## config.mk

```make
export PLATFORM = sky130hd
export DESIGN_NAME = audio_mem_arbiter_flat
export DESIGN_NICKNAME = d
export VERILOG_FILES = /design/src/rtl/audio_mem_arbiter_if.sv /design/src/rtl/audio_mem_arbiter.sv /design/src/flat_wrapper.sv
export SDC_FILE = /design/constraint.sdc
export NUM_CORES = 1
export LEC_CHECK = 0
export BUFFER_PORTS_ARGS = -buffer_cell sky130_fd_sc_hd__buf_2
export CELL_PAD_IN_SITES_DETAIL_PLACEMENT = 1
export CELL_PAD_IN_SITES_GLOBAL_PLACEMENT = 1
export CORE_UTILIZATION = 33
export DETAILED_ROUTE_END_ITERATION = 8
export PLACE_DENSITY_LB_ADDON = 0.1
export REMOVE_ABC_BUFFERS = 1
export SETUP_SLACK_MARGIN = 0.2
export SLEW_MARGIN = 0
export SYNTH_ARGS = -nofsm -noshare
export SYNTH_HDL_FRONTEND = slang
export SYNTH_SLANG_ARGS = --single-unit
```

## constraint.sdc

```tcl
create_clock -name Clk -period 3.1 [get_ports Clk]
set_clock_uncertainty 0.1 [all_clocks]
set_input_delay 0.155 -clock Clk [delete_from_list [all_inputs] [get_ports Clk]]
set_output_delay 0.155 -clock Clk [all_outputs]
set_load 0.1 [all_outputs]
```

## src/rtl/audio_mem_arbiter_if.sv

```systemverilog
// rtl/audio_mem_arbiter_if.sv - requester, read-return and RAM port bundle for audio_mem_arbiter
interface audio_mem_arbiter_if #(
    parameter int ADDR_W = 17,
    parameter int DATA_W = 16
);
    logic              Rec_Req;
    logic [ADDR_W-1:0] Rec_Addr;
    logic [DATA_W-1:0] Rec_Wdata;
    logic              Rec_Gnt;

    logic              Ply_Req;
    logic [ADDR_W-1:0] Ply_Addr;
    logic              Ply_Gnt;
    logic              Ply_Rvalid;

    logic              Shf_Req;
    logic              Shf_We;
    logic [ADDR_W-1:0] Shf_Addr;
    logic [DATA_W-1:0] Shf_Wdata;
    logic              Shf_Gnt;
    logic              Shf_Rvalid;

    logic [DATA_W-1:0] Rd_Data;

    logic              Mem_En;
    logic              Mem_We;
    logic [ADDR_W-1:0] Mem_Addr;
    logic [DATA_W-1:0] Mem_Wdata;
    logic [DATA_W-1:0] Mem_Rdata;

    logic              Busy;

    // Requesters and the RAM model
    modport master (
        output Rec_Req, Rec_Addr, Rec_Wdata,
        output Ply_Req, Ply_Addr,
        output Shf_Req, Shf_We, Shf_Addr, Shf_Wdata,
        output Mem_Rdata,
        input  Rec_Gnt, Ply_Gnt, Ply_Rvalid, Shf_Gnt, Shf_Rvalid, Rd_Data,
        input  Mem_En, Mem_We, Mem_Addr, Mem_Wdata, Busy
    );

    // Arbiter
    modport slave (
        input  Rec_Req, Rec_Addr, Rec_Wdata,
        input  Ply_Req, Ply_Addr,
        input  Shf_Req, Shf_We, Shf_Addr, Shf_Wdata,
        input  Mem_Rdata,
        output Rec_Gnt, Ply_Gnt, Ply_Rvalid, Shf_Gnt, Shf_Rvalid, Rd_Data,
        output Mem_En, Mem_We, Mem_Addr, Mem_Wdata, Busy
    );
endinterface

```

## src/rtl/audio_mem_arbiter.sv

```systemverilog
// rtl/audio_mem_arbiter.sv - three-way single-port sample RAM arbiter (option macro: ARB_ROUND_ROBIN_EN)
module audio_mem_arbiter #(
    parameter int ADDR_W = 17,
    parameter int DATA_W = 16
) (
    input  logic               Clk,
    input  logic               Reset,
    audio_mem_arbiter_if.slave bus
);

    // Owner of a read travelling through the pipeline; NONE also marks writes and empty slots
    typedef enum logic [1:0] {
        TAG_NONE = 2'b00,
        TAG_PLY  = 2'b01,
        TAG_SHF  = 2'b10
    } tag_t;

    logic rec_gnt;
    logic ply_gnt;
    logic shf_gnt;
    logic ply_first;

`ifdef ARB_ROUND_ROBIN_EN
    logic rr_ply_q;

    // Pointer flips after every player or shifter grant so the two alternate under contention
    always_ff @(posedge Clk or negedge Reset) begin
        if (!Reset) begin
            rr_ply_q <= 1'b1;
        end else if (ply_gnt || shf_gnt) begin
            rr_ply_q <= ~rr_ply_q;
        end
    end

    assign ply_first = rr_ply_q;
`else
    assign ply_first = 1'b1;
`endif

    // Combinational grants: recorder always wins, then player/shifter by ply_first
    always_comb begin
        rec_gnt = Reset && bus.Rec_Req;
        ply_gnt = Reset && !bus.Rec_Req && bus.Ply_Req && (ply_first || !bus.Shf_Req);
        shf_gnt = Reset && !bus.Rec_Req && bus.Shf_Req && !(bus.Ply_Req && ply_first);
    end

    assign bus.Rec_Gnt = rec_gnt;
    assign bus.Ply_Gnt = ply_gnt;
    assign bus.Shf_Gnt = shf_gnt;

    tag_t s1_tag_d;

    // Tag only reads; recorder and shifter writes never return data
    always_comb begin
        s1_tag_d = TAG_NONE;
        if (ply_gnt) begin
            s1_tag_d = TAG_PLY;
        end else if (shf_gnt && !bus.Shf_We) begin
            s1_tag_d = TAG_SHF;
        end
    end

    logic              s1_valid;
    logic              s1_we;
    tag_t              s1_tag;
    logic [ADDR_W-1:0] s1_addr;
    logic [DATA_W-1:0] s1_wdata;

    // Stage 1: register the granted request; this is what drives the RAM port
    always_ff @(posedge Clk or negedge Reset) begin
        if (!Reset) begin
            s1_valid <= 1'b0;
            s1_we    <= 1'b0;
            s1_tag   <= TAG_NONE;
            s1_addr  <= '0;
            s1_wdata <= '0;
        end else begin
            s1_valid <= rec_gnt || ply_gnt || shf_gnt;
            s1_we    <= rec_gnt || (shf_gnt && bus.Shf_We);
            s1_tag   <= s1_tag_d;
            if (rec_gnt) begin
                s1_addr  <= bus.Rec_Addr;
                s1_wdata <= bus.Rec_Wdata;
            end else if (ply_gnt) begin
                s1_addr  <= bus.Ply_Addr;
            end else if (shf_gnt) begin
                s1_addr  <= bus.Shf_Addr;
                s1_wdata <= bus.Shf_Wdata;
            end
        end
    end

    assign bus.Mem_En    = s1_valid;
    assign bus.Mem_We    = s1_we;
    assign bus.Mem_Addr  = s1_addr;
    assign bus.Mem_Wdata = s1_wdata;

    tag_t              s2_tag;
    logic [DATA_W-1:0] rd_hold;

    // Stage 2: the RAM answers in this cycle; capture it so Rd_Data holds between reads
    always_ff @(posedge Clk or negedge Reset) begin
        if (!Reset) begin
            s2_tag  <= TAG_NONE;
            rd_hold <= '0;
        end else begin
            s2_tag <= s1_tag;
            if (s2_tag != TAG_NONE) begin
                rd_hold <= bus.Mem_Rdata;
            end
        end
    end

    // RAM data is forwarded in the Rvalid cycle to keep grant-to-Rvalid at two cycles
    assign bus.Rd_Data    = (s2_tag != TAG_NONE) ? bus.Mem_Rdata : rd_hold;
    assign bus.Ply_Rvalid = (s2_tag == TAG_PLY);
    assign bus.Shf_Rvalid = (s2_tag == TAG_SHF);
    assign bus.Busy       = s1_valid || (s2_tag != TAG_NONE);

endmodule

```

## src/flat_wrapper.sv

```systemverilog
// flat-port wrapper written by rule: the top's interface ports become plain ports
module audio_mem_arbiter_flat 
#(
    parameter int ADDR_W = 17,
    parameter int DATA_W = 16
)
  (Clk, Reset, bus_Rec_Req, bus_Rec_Addr, bus_Rec_Wdata, bus_Ply_Req, bus_Ply_Addr, bus_Shf_Req, bus_Shf_We, bus_Shf_Addr, bus_Shf_Wdata, bus_Mem_Rdata, bus_Rec_Gnt, bus_Ply_Gnt, bus_Ply_Rvalid, bus_Shf_Gnt, bus_Shf_Rvalid, bus_Rd_Data, bus_Mem_En, bus_Mem_We, bus_Mem_Addr, bus_Mem_Wdata, bus_Busy);
  audio_mem_arbiter_if #(.ADDR_W(ADDR_W), .DATA_W(DATA_W)) bus_i ();
  input  logic Clk;
  input  logic Reset;
  input wire logic [$bits(bus_i.Rec_Req)-1:0] bus_Rec_Req;
  input wire logic [$bits(bus_i.Rec_Addr)-1:0] bus_Rec_Addr;
  input wire logic [$bits(bus_i.Rec_Wdata)-1:0] bus_Rec_Wdata;
  input wire logic [$bits(bus_i.Ply_Req)-1:0] bus_Ply_Req;
  input wire logic [$bits(bus_i.Ply_Addr)-1:0] bus_Ply_Addr;
  input wire logic [$bits(bus_i.Shf_Req)-1:0] bus_Shf_Req;
  input wire logic [$bits(bus_i.Shf_We)-1:0] bus_Shf_We;
  input wire logic [$bits(bus_i.Shf_Addr)-1:0] bus_Shf_Addr;
  input wire logic [$bits(bus_i.Shf_Wdata)-1:0] bus_Shf_Wdata;
  input wire logic [$bits(bus_i.Mem_Rdata)-1:0] bus_Mem_Rdata;
  output wire logic [$bits(bus_i.Rec_Gnt)-1:0] bus_Rec_Gnt;
  output wire logic [$bits(bus_i.Ply_Gnt)-1:0] bus_Ply_Gnt;
  output wire logic [$bits(bus_i.Ply_Rvalid)-1:0] bus_Ply_Rvalid;
  output wire logic [$bits(bus_i.Shf_Gnt)-1:0] bus_Shf_Gnt;
  output wire logic [$bits(bus_i.Shf_Rvalid)-1:0] bus_Shf_Rvalid;
  output wire logic [$bits(bus_i.Rd_Data)-1:0] bus_Rd_Data;
  output wire logic [$bits(bus_i.Mem_En)-1:0] bus_Mem_En;
  output wire logic [$bits(bus_i.Mem_We)-1:0] bus_Mem_We;
  output wire logic [$bits(bus_i.Mem_Addr)-1:0] bus_Mem_Addr;
  output wire logic [$bits(bus_i.Mem_Wdata)-1:0] bus_Mem_Wdata;
  output wire logic [$bits(bus_i.Busy)-1:0] bus_Busy;
  assign bus_i.Rec_Req = bus_Rec_Req;
  assign bus_i.Rec_Addr = bus_Rec_Addr;
  assign bus_i.Rec_Wdata = bus_Rec_Wdata;
  assign bus_i.Ply_Req = bus_Ply_Req;
  assign bus_i.Ply_Addr = bus_Ply_Addr;
  assign bus_i.Shf_Req = bus_Shf_Req;
  assign bus_i.Shf_We = bus_Shf_We;
  assign bus_i.Shf_Addr = bus_Shf_Addr;
  assign bus_i.Shf_Wdata = bus_Shf_Wdata;
  assign bus_i.Mem_Rdata = bus_Mem_Rdata;
  assign bus_Rec_Gnt = bus_i.Rec_Gnt;
  assign bus_Ply_Gnt = bus_i.Ply_Gnt;
  assign bus_Ply_Rvalid = bus_i.Ply_Rvalid;
  assign bus_Shf_Gnt = bus_i.Shf_Gnt;
  assign bus_Shf_Rvalid = bus_i.Shf_Rvalid;
  assign bus_Rd_Data = bus_i.Rd_Data;
  assign bus_Mem_En = bus_i.Mem_En;
  assign bus_Mem_We = bus_i.Mem_We;
  assign bus_Mem_Addr = bus_i.Mem_Addr;
  assign bus_Mem_Wdata = bus_i.Mem_Wdata;
  assign bus_Busy = bus_i.Busy;
  audio_mem_arbiter #(.ADDR_W(ADDR_W), .DATA_W(DATA_W)) u_core (.Clk(Clk), .Reset(Reset), .bus(bus_i));
endmodule
```

==> results.yml <==
worst_setup_path:
  cp-start-kind: "input pin"
  cp_max_fo: 41
  arrival_ns: 2.13
  reg2regPathDepth: 3
  crit_type: "input pin to output pin"
  critPathRequiredTime_ns: 2.84
  crit_path_end_kind: "output pin"
global_routing:
  grt.total_usage: 0.1816
  grt_pass1_vias: 2240
  grt-ovfl-total: 0
  antenna_found_initial: 0
  grt_max_degree: 42
  grt_pass1_wl_mm: 10.98
power:
  peakVddDrop_v: 0.0002227
  power_density_nw_per_um2: 717.3
  p_leak_nw: 1.876
synthesis:
  synth_cells: 200
  ys.warnings.count: 0
  yosysSeqAreaShare: 0.5478
  syn-cell-area_sq_um: 2512
  synth_seq_cells: 55
  synth_cell_types: 22
  synth_area_per_cell_sq_um: 12.56
placement:
  post-dp-hpwl_mm: 5.107
  dp_cells: 450
  gp_congestion: 0.6799
  place_area_sq_um: 3406
  io_buffer_count: 161
  dpl_worst_slack_ns: 0.9799
timing:
  worst_pin_slew_ns: 0.6089
  setup_slack_ns: 0.7164
  report.final.hold_viol_count: 0
  fin_crit_sh: 0.7689
  setup_viol_count_final: 0
  slew_viol_final: 0
  rsz0062_at_grt: "false"
  tns_ns: 0
  fmaxAchievable_ghz: 0.4195
  period_minus_slack_ns: 2.384
  maxSlewHeadroom: 0.5931
floorplan:
  num_rows: 31
  initial_core_util: 0.3445
  die_w_um: 89.26
  coreArea_sq_um: 7292
  fp.dieH_um: 89.26
  io_pins: 162
  dieArea_sq_um: 7966
drt:
  wl_met2_mm: 3.748
  wl_met3_um: 533
  vias: 2271
  ant_nets: 0
  wl_met1_mm: 2.925
  drtIter0Drc: 44
  drc: 0
  wire_per_inst_um: 14.96
  viasPerCell: 4.692
  routed.top_layer: "met4"
  drt-pass1-iter-count: 4
  wirelength_mm: 7.243
min_path:
  hp-class: "input pin to register"
  holdPathStages: 3
run_status:
  outcome: "finished clean"
cells_and_area:
  final_cells: 484
  synthToLayoutAreaGrowth_pct: 51.34
  nets: 489
  final_cell_mix: "buf_2 (161), dfrtp_1 (55), mux2_2 (40), dlygate4sd3_1 (26), nand2_1 (20)"
  layout_commonest_cell: "buf_2"
  insertedDiodeCount: 0
  layout-drive-gt1-share: 0.5818
  post-route-util: 0.5214
  postLayoutCellArea_sq_um: 3802
clocking:
  h-tree-depth: 2
  cts_buffers: 5
  cts_setup_buffers: 0
  cts.sinks: 55
  cts_tree: "done"
  cts-root-buf: "clkbuf_8"
  worstSkewPairLatency_ns: 0.30
  clockBufferDepth: 2
  path_clk_slew_ns: 0.10
job:
  maxCapViolCount: 0
## report_power, final
group	leakage (nW)	internal (mW)	switching [mW]
logic	1.17	0.261	1.04
clock network	0.0644	0.322	0.232
registers	0.642	0.827	0.0419
## cell families after synthesis
family / count (synthesis) / synth area share
buf+inv: 15 / 0.03137
mux: 48 / 0.2271
simple gates: 46 / 0.08118
compound gates: 36 / 0.1125
flops: 55 / 0.5478
## critical path, cell delays in order
cell	delay [ns]
dlygate4sd3_1	0.55
buf_2	0.45
buf_12	0.30
and3_1	0.22
buf_2	0.44
## final cells by class
class | instances | area, sq um
flip-flops and latches | 55 | 1376
clock buffers | 5 | 68.82
well taps | 99 | 123.9
inverters | 2 | 7.507
clock inverters | 3 | 67.56
multi-input cells | 130 | 1057
repair buffers | 190 | 1101
fillers | 846 | 3490
## cell usage after synthesis
| cell | count | share of area |
|---|---|---|
| dfrtp_1 | 55 | 0.55 |
| mux2_2 | 40 | 0.18 |
| nand2_1 | 20 | 0.030 |
| nor2_1 | 18 | 0.027 |
| a31oi_1 | 17 | 0.042 |
| o221ai_1 | 17 | 0.059 |
| mux2_4 | 8 | 0.048 |
| buf_2 | 6 | 0.012 |
| clkbuf_1 | 3 | 0.0045 |
| nor2b_1 | 3 | 0.0075 |
| buf_4 | 2 | 0.0060 |
| a21boi_4 | 1 | 0.0075 |
| and3_1 | 1 | 0.0025 |
| and4bb_2 | 1 | 0.0050 |
| buf_1 | 1 | 0.0015 |
| buf_6 | 1 | 0.0045 |
| inv_1 | 1 | 0.0015 |
| inv_2 | 1 | 0.0015 |
| nand2_4 | 1 | 0.0045 |
| nand2b_1 | 1 | 0.0025 |
| o31a_1 | 1 | 0.0035 |
| or3_1 | 1 | 0.0025 |
## metal layers
layer | global-route usage | up-vias
li1 | - | 1098
met1 | 0.2128 | 1078
met2 | 0.3276 | 91
met3 | 0.05263 | 4
met4 | 0.04329 | 0
met5 | 0 | -
## through the flow
step           hold slack, ns  power, mW
4_1_cts             0.0002786      2.756
2_1_floorplan         -0.2406      1.914
3_3_place_gp          0.05165      2.155
5_1_grt              0.001921      2.842
3_5_place_dp          0.05554      2.170
6_report             0.006996      2.728
## sequential cells by signal, indices dropped and copies added (netlist names)
| signal | count |
|---|---|
| u_core.rd_hold | 16 |
| u_core.bus.Mem_Wdata | 16 |
| u_core.s2_tag | 2 |
| u_core.s1_tag | 2 |
| u_core.bus.Mem_Addr | 17 |
| u_core.bus.Mem_En | 1 |
| u_core.bus.Mem_We | 1 |
## path summary, 6_finish.rpt
check                                       from                      end  slack, ns
worst max-delay path                       Reset              bus_Ply_Gnt       0.72
min in group asynchronous                  Reset  u_core.bus.Mem_Wdata[6]       0.29
worst min register to register  u_core.s1_tag[1]         u_core.s2_tag[1]       0.26
worst min-delay path             bus_Rec_Addr[5]   u_core.bus.Mem_Addr[5]      0.007
max in group asynchronous                  Reset        u_core.rd_hold[6]       2.00
worst max register to register  u_core.s2_tag[0]        u_core.rd_hold[8]       1.42
## repair_timing
action	in CTS	in global routing
resized for setup	0	0
endpoints found under the setup margin	0	0
endpoints found under the hold margin	42	0
hold buffers	26	0
(Power assumes the default switching activity.)
